[config.mk]
export PLATFORM = sky130hd
export DESIGN_NAME = ex_mem_reg
export DESIGN_NICKNAME = d
export VERILOG_FILES = /design/src/rtl/ex_mem_reg.sv
export SDC_FILE = /design/constraint.sdc
export NUM_CORES = 1
export LEC_CHECK = 0
export ABC_AREA = 1
export BUFFER_PORTS_ARGS = -buffer_cell sky130_fd_sc_hd__buf_2
export CAP_MARGIN = 20
export CORE_ASPECT_RATIO = 0.6
export CORE_UTILIZATION = 59
export DETAILED_ROUTE_END_ITERATION = 8
export PLACE_DENSITY_LB_ADDON = 0.05
export SLEW_MARGIN = 20
export SYNTH_ARGS = -nofsm -noshare
export SYNTH_HDL_FRONTEND = slang
export SYNTH_SLANG_ARGS = --single-unit
[constraint.sdc]
create_clock -name clk -period 1.8 [get_ports clk]
set_input_delay 0.36 -clock clk [delete_from_list [all_inputs] [get_ports clk]]
set_output_delay 0.36 -clock clk [all_outputs]
set_load 0.01 [all_outputs]
[src/rtl/ex_mem_reg.sv]
`default_nettype none
// ============================================================================
// Module      : ex_mem_reg
// Description : EX -> MEM pipeline register. A head entry plus one skid entry
//               behind valid/ready handshakes on both sides. in_ready comes
//               straight from a flop, so there is no combinational path from
//               MEM back into EX. Synchronous flush, asynchronous active-low
//               reset. Bubbles present all-zero data toward MEM.
// Revision    : 1.0 - initial release
// ============================================================================
module ex_mem_reg #(
    parameter int DATA_WIDTH     = 32,
    parameter int REG_ADDR_WIDTH = 5
) (
    input  logic                      clk,
    input  logic                      rst,
    input  logic                      flush,
    input  logic                      in_valid,
    output logic                      in_ready,
    input  logic [DATA_WIDTH-1:0]     result_in,
    input  logic                      write_reg_en_in,
    input  logic [REG_ADDR_WIDTH-1:0] write_reg_addr_in,
    output logic                      out_valid,
    input  logic                      out_ready,
    output logic [DATA_WIDTH-1:0]     result_out,
    output logic                      write_reg_en_out,
    output logic [REG_ADDR_WIDTH-1:0] write_reg_addr_out
);

    // Head entry (visible to MEM)
    logic                      r_head_valid;
    logic [DATA_WIDTH-1:0]     r_head_result;
    logic                      r_head_en;
    logic [REG_ADDR_WIDTH-1:0] r_head_addr;

    // Skid entry (holds the second entry while MEM stalls)
    logic                      r_skid_valid;
    logic [DATA_WIDTH-1:0]     r_skid_result;
    logic                      r_skid_en;
    logic [REG_ADDR_WIDTH-1:0] r_skid_addr;

    // Registered ready toward EX
    logic                      r_in_ready;

    // Next-state values
    logic                      w_head_valid_nxt;
    logic [DATA_WIDTH-1:0]     w_head_result_nxt;
    logic                      w_head_en_nxt;
    logic [REG_ADDR_WIDTH-1:0] w_head_addr_nxt;
    logic                      w_skid_valid_nxt;
    logic [DATA_WIDTH-1:0]     w_skid_result_nxt;
    logic                      w_skid_en_nxt;
    logic [REG_ADDR_WIDTH-1:0] w_skid_addr_nxt;
    logic                      w_in_ready_nxt;

    // Handshake events for this cycle. r_in_ready is 0 throughout reset, so
    // nothing is accepted until the first edge after release.
    logic                      w_acc;
    logic                      w_pop;

    assign w_acc = in_valid && r_in_ready;
    assign w_pop = r_head_valid && out_ready;

    // Next-state selection: flush dominates, then pop/accept combinations
    always_comb begin
        w_head_valid_nxt  = r_head_valid;
        w_head_result_nxt = r_head_result;
        w_head_en_nxt     = r_head_en;
        w_head_addr_nxt   = r_head_addr;
        w_skid_valid_nxt  = r_skid_valid;
        w_skid_result_nxt = r_skid_result;
        w_skid_en_nxt     = r_skid_en;
        w_skid_addr_nxt   = r_skid_addr;

        if (flush) begin
            // Discard everything, including any entry accepted this cycle.
            // Stale data fields stay behind but are masked at the outputs.
            w_head_valid_nxt = 1'b0;
            w_skid_valid_nxt = 1'b0;
        end else if (w_pop) begin
            if (r_skid_valid) begin
                // Full: skid advances into head; accept impossible here
                w_head_result_nxt = r_skid_result;
                w_head_en_nxt     = r_skid_en;
                w_head_addr_nxt   = r_skid_addr;
                w_skid_valid_nxt  = 1'b0;
            end else if (w_acc) begin
                // One entry, pop and accept together: new entry replaces head
                w_head_result_nxt = result_in;
                w_head_en_nxt     = write_reg_en_in;
                w_head_addr_nxt   = write_reg_addr_in;
            end else begin
                w_head_valid_nxt  = 1'b0;
            end
        end else if (w_acc) begin
            if (r_head_valid) begin
                // Head is stalled: park the new entry in the skid slot
                w_skid_valid_nxt  = 1'b1;
                w_skid_result_nxt = result_in;
                w_skid_en_nxt     = write_reg_en_in;
                w_skid_addr_nxt   = write_reg_addr_in;
            end else begin
                w_head_valid_nxt  = 1'b1;
                w_head_result_nxt = result_in;
                w_head_en_nxt     = write_reg_en_in;
                w_head_addr_nxt   = write_reg_addr_in;
            end
        end

        // Ready only depends on whether the skid slot will be free
        w_in_ready_nxt = !w_skid_valid_nxt;
    end

    // State registers with asynchronous clear of valids, data and ready
    always_ff @(posedge clk or negedge rst) begin
        if (!rst) begin
            r_head_valid  <= 1'b0;
            r_head_result <= '0;
            r_head_en     <= 1'b0;
            r_head_addr   <= '0;
            r_skid_valid  <= 1'b0;
            r_skid_result <= '0;
            r_skid_en     <= 1'b0;
            r_skid_addr   <= '0;
            r_in_ready    <= 1'b0;
        end else begin
            r_head_valid  <= w_head_valid_nxt;
            r_head_result <= w_head_result_nxt;
            r_head_en     <= w_head_en_nxt;
            r_head_addr   <= w_head_addr_nxt;
            r_skid_valid  <= w_skid_valid_nxt;
            r_skid_result <= w_skid_result_nxt;
            r_skid_en     <= w_skid_en_nxt;
            r_skid_addr   <= w_skid_addr_nxt;
            r_in_ready    <= w_in_ready_nxt;
        end
    end

    // Outputs: bubbles always carry zero data toward MEM
    assign in_ready           = r_in_ready;
    assign out_valid          = r_head_valid;
    assign result_out         = r_head_valid ? r_head_result : '0;
    assign write_reg_en_out   = r_head_valid & r_head_en;
    assign write_reg_addr_out = r_head_valid ? r_head_addr : '0;

endmodule
`default_nettype wire

# Word-level counts from Yosys, hierarchy flattened
# Index checks and enable logic that the tools add are counted.
[op_classes] eq_ne=3 muxes=26 n_bitwise=3 reduce_logical=9
[ops] cell="32-bit 2-to-1 mux" count=6
[ops] cell="5-bit 2-to-1 mux" count=6
[ops] cell="1-bit 2-to-1 mux" count=14
[ops] cell="4-bit AND reduction" count=2
[ops] cell="3-bit != test (second input constant)" count=2
[ops] cell="2-bit nonzero test" count=2
[ops] cell="3-bit AND reduction" count=1
[ops] cell="3-bit nonzero test" count=1
[ops] cell="1-bit logical AND" count=2
[ops] cell="2-bit by 1-bit != test with 1-bit output (second input constant)" count=1
[ops] cell="1-bit inverter" count=2
[ops] cell="1-bit AND" count=1
[ops] cell="1-bit logical NOT" count=1
[word_totals] register_bits=79 in_bits=43 out_inout_bits=40 word_cells=50

# Longest topological paths before layout
[logic_depth] word_depth=5 ltp_mapped=9 mapped_depth_nobuf=6

# Worst setup path before layout
# No wires, ideal clock.
[synth_timing] path_type="reg-to-output" start="register r_head_valid (netlist: out_valid)" end="output result_out[15]" arrival_time_ns=1.028 t_required_ns=1.440 path_slack_ns=0.412 path_stages_with_launch=6 n_path_buf=3 cell_sequence="dfrtp_1 buf_4 buf_2 buf_2 nand2_1 inv_1"
[synth_between] elab_chain_cells=1
[synth_lines] element="from (decl)" line="31" text="logic r_head_valid;"
[synth_lines] element="from (signal assigned)" line="127" text="r_head_valid <= w_head_valid_nxt;"
[synth_lines] element="32-bit 2-to-1 mux" line="142" text="assign result_out = r_head_valid ? r_head_result : '0;"
[synth_lines] element="to (decl)" line="25" text="output logic [DATA_WIDTH-1:0] result_out,"
# No other way between the ends.

# Worst setup path after layout
[layout_timing] start="register r_head_valid (netlist: out_valid)" end="output result_out[3]"
# The elaborated chain is that of the path after synthesis.

==> flow_metrics.py <==
metrics = {
    "timing": {
        "min_period_over_period_pct": 95.79,
        "rsz0062_at_grt": "false",
        "final.setup.tns_ns": 0,
        "setup_viol": 0,
        "hold_slack_ns": 0.008378,
        "hold_viol": 0,
        "worst_pin_slew_ns": 0.4153,
        "finalCriticalPeriod_ns": 1.724,
        "slew_violations": 0,
        "clock_skew_ns": 0.009810,
        "relSlewSlack_pct": 72.32,
        "timing.fmax_mhz": 580.0,
    },
    "yosys": {
        "synthDominantAreaCellType": "dfrtp_1",
        "syn_inst": 556,
        "synth-seq-cells": 79,
        "ys.flop_type": "dfrtp_1",
        "synth_cell_types": 15,
        "synth_edf_count": 0,
        "netlist_area_mm2": 0.003944,
        "netlist.area_leader.share_pct": 50.13,
        "syn_nets": 599,
        "synth_area_per_cell_um2": 7.093,
        "synthTopCellsByCount": "350 x nand2_1, 79 x dfrtp_1, 43 x inv_1",
        "synth.area.top_cells": "dfrtp_1 50%, nand2_1 33%, o21ai_0 5.1%, inv_1 4.1%, buf_6 2.6%",
        "synth.most_common_cell": "nand2_1",
        "yosysSeqAreaShare_pct": 50.13,
        "ys_warn_count": 0,
        "synth_async_sr_flop_share_pct": 100.0,
    },
    "layout": {
        "synthToLayoutAreaGrowth_pct": 16.94,
        "fin_area_mm2": 0.004612,
        "seq_area_mm2": 0.001977,
        "multi_input_area_mm2": 0.001594,
        "num-fill-cells": 529,
        "nets": 678,
        "antenna_cells": 0,
        "fin_cells": 724,
        "drive_gt1_share_pct": 19.22,
    },
    "clocking": {
        "cts_tree": "built",
        "cts_root_buf": "clkbuf_8",
        "cts-htree-levels": 3,
        "post_cts_buffers": 0,
        "cts_hold_buf": 0,
        "clk_pin_slew_worst_paths_ns": 0.08,
        "clk_latency_ns": 0.35,
        "cts.sinks": 79,
        "numCtsBuffers": 9,
        "ctsResizeCount": 0,
        "clockBufferDepth": 2,
    },
    "die": {
        "start_util_pct": 62.84,
        "die_width_um": 107.6,
        "die_h_um": 65.33,
        "core_area_mm2": 0.006276,
        "dieArea_mm2": 0.007026,
        "row_count": 22,
        "io_pins": 83,
    },
    "routing": {
        "num_vias": 3588,
        "wirelength_mm": 9.224,
        "ant_nets": 0,
        "wl_per_cell_um": 12.74,
        "drtIter0Drc": 242,
        "drc": 0,
        "viasPerCell": 4.956,
        "drt-pass1-iter-count": 4,
    },
    "placement": {
        "numPortBuffers": 82,
        "place_congestion": 0.8130,
        "hpwlAfterDp_mm": 6.310,
        "placed_cells": 708,
        "place_area_mm2": 0.004405,
    },
    "setup_path": {
        "required_ns": 1.44,
        "critical_path_arrival_ns": 1.36,
        "worst_setup_path_start_kind": "register",
        "worstSetupPathType": "register to primary output",
        "end_kind": "primary output",
        "path_max_fanout": 13,
        "crit_path_start": "out_valid",
        "reg2reg_from": "out_valid",
    },
    "power": {
        "intPower_mw": 3.416,
        "switching_share_pct": 32.72,
        "seqPwrFrac_pct": 51.7,
        "vdd_drop_max_v": 0.0006398,
        "comb_power_share_pct": 21.9,
        "power_density_mw_per_mm2": 1101,
        "p_leak_nw": 2.900,
        "p_total_mw": 5.077,
        "clkPwrFrac_pct": 26.4,
        "power_switching_mw": 1.661,
    },
    "global_routing": {
        "overflow": 0,
        "grt.total_usage_pct": 29.40,
        "grt_pass1_wl_mm": 15.73,
        "grt_start_max_net_pins": 80,
        "grt_pass1_vias": 3379,
        "antenna_found_initial": 0,
    },
    "min_path": {
        "hp-class": "input port to async pin",
    },
    "flow_run": {
        "drv_cap": 0,
    },
    "run_status": {
        "status": "completed",
    },
}
## through the flow
| stage | setup slack [ns] | util (%) |
|---|---|---|
| finish | 0.07585 | 73.48 |
| global route | 0.004564 | 73.48 |
| CTS | 0.02518 | 73.43 |
| detailed placement | 0.3100 | 70.20 |
| global placement | 0.3905 | 70.20 |
| floorplan | 0.4115 | - |
## routing by layer
layer	up-vias	part of all wire (%)	GRT usage [%]	wire, um
met5	-	0	0	0
met4	0	0.21	5.651	19
met3	2	7.1	7.540	654
met2	138	45	47.60	4148
met1	1639	48	40.58	4401
li1	1809	-	-	-
## final timing paths
kind,endpoint,slack (ns),cells past startpoint
worst min register to register,r_head_result[27],0.48,2
worst max-delay path,result_out[3],0.08,4
worst max register to register,r_head_result[8],0.30,7
max in group asynchronous,r_skid_result[1],1.46,2
worst min-delay path,r_head_result[27],0.008,2
min in group clk,r_skid_result[27],0.22,3
## critical path, cell delays in order (launching register included)
cell	delay [ns]
dfrtp_1	0.50
buf_4	0.26
nand2_1	0.07
inv_1	0.05
buf_2	0.12
## layout by cell type (no fill, tap or decap)
| cell type | count |
|---|---|
| a21oi_1 | 2 |
| buf_12 | 1 |
| clkbuf_8 | 9 |
| clkinvlp_4 | 3 |
| bufinv_16 | 1 |
| nor2_1 | 1 |
| nor2_4 | 3 |
| nand3_2 | 1 |
| inv_6 | 2 |
| nand3_1 | 2 |
| buf_4 | 18 |
| o21ai_0 | 40 |
| buf_2 | 81 |
| inv_1 | 43 |
| clkinv_4 | 1 |
| buf_6 | 1 |
| nand2_2 | 2 |
| dfrtp_1 | 79 |
| nand2_1 | 350 |
## final cells by class
cell class | count | area share, %
Inverter | 43 | 3.500
Clock inverter | 7 | 1.709
Sequential cell | 79 | 42.87
Tap cell | 84 | 2.279
Multi-Input combinational cell | 401 | 34.56
Timing Repair Buffer | 101 | 12.40
Clock buffer | 9 | 2.686
## flip-flops by register name, summed over array words and instances, names as in the netlist
register	count
in_ready	1
r_head_result	32
r_skid_addr	5
out_valid	1
r_skid_result	32
r_skid_valid	1
r_skid_en	1
r_head_addr	5
r_head_en	1
## logic make-up after synthesis
kind of cell           after synthesis  share of synthesized area [%]
buffers and inverters               76                          9.708
DFF                                 79                          50.13
AOI/OAI and AO/OA                   42                          5.330
and+or+nand+nor                    359                          34.83
## power groups by stage
stage	clock network [mW]	registers, mW	logic [mW]
global route	1.43	2.69	1.31
finish	1.34	2.62	1.11
detailed placement	0	2.64	1.12
CTS	1.36	2.61	1.13
floorplan	0	2.56	0.764
global placement	0	2.62	1.07
(Power assumes the default switching activity.)
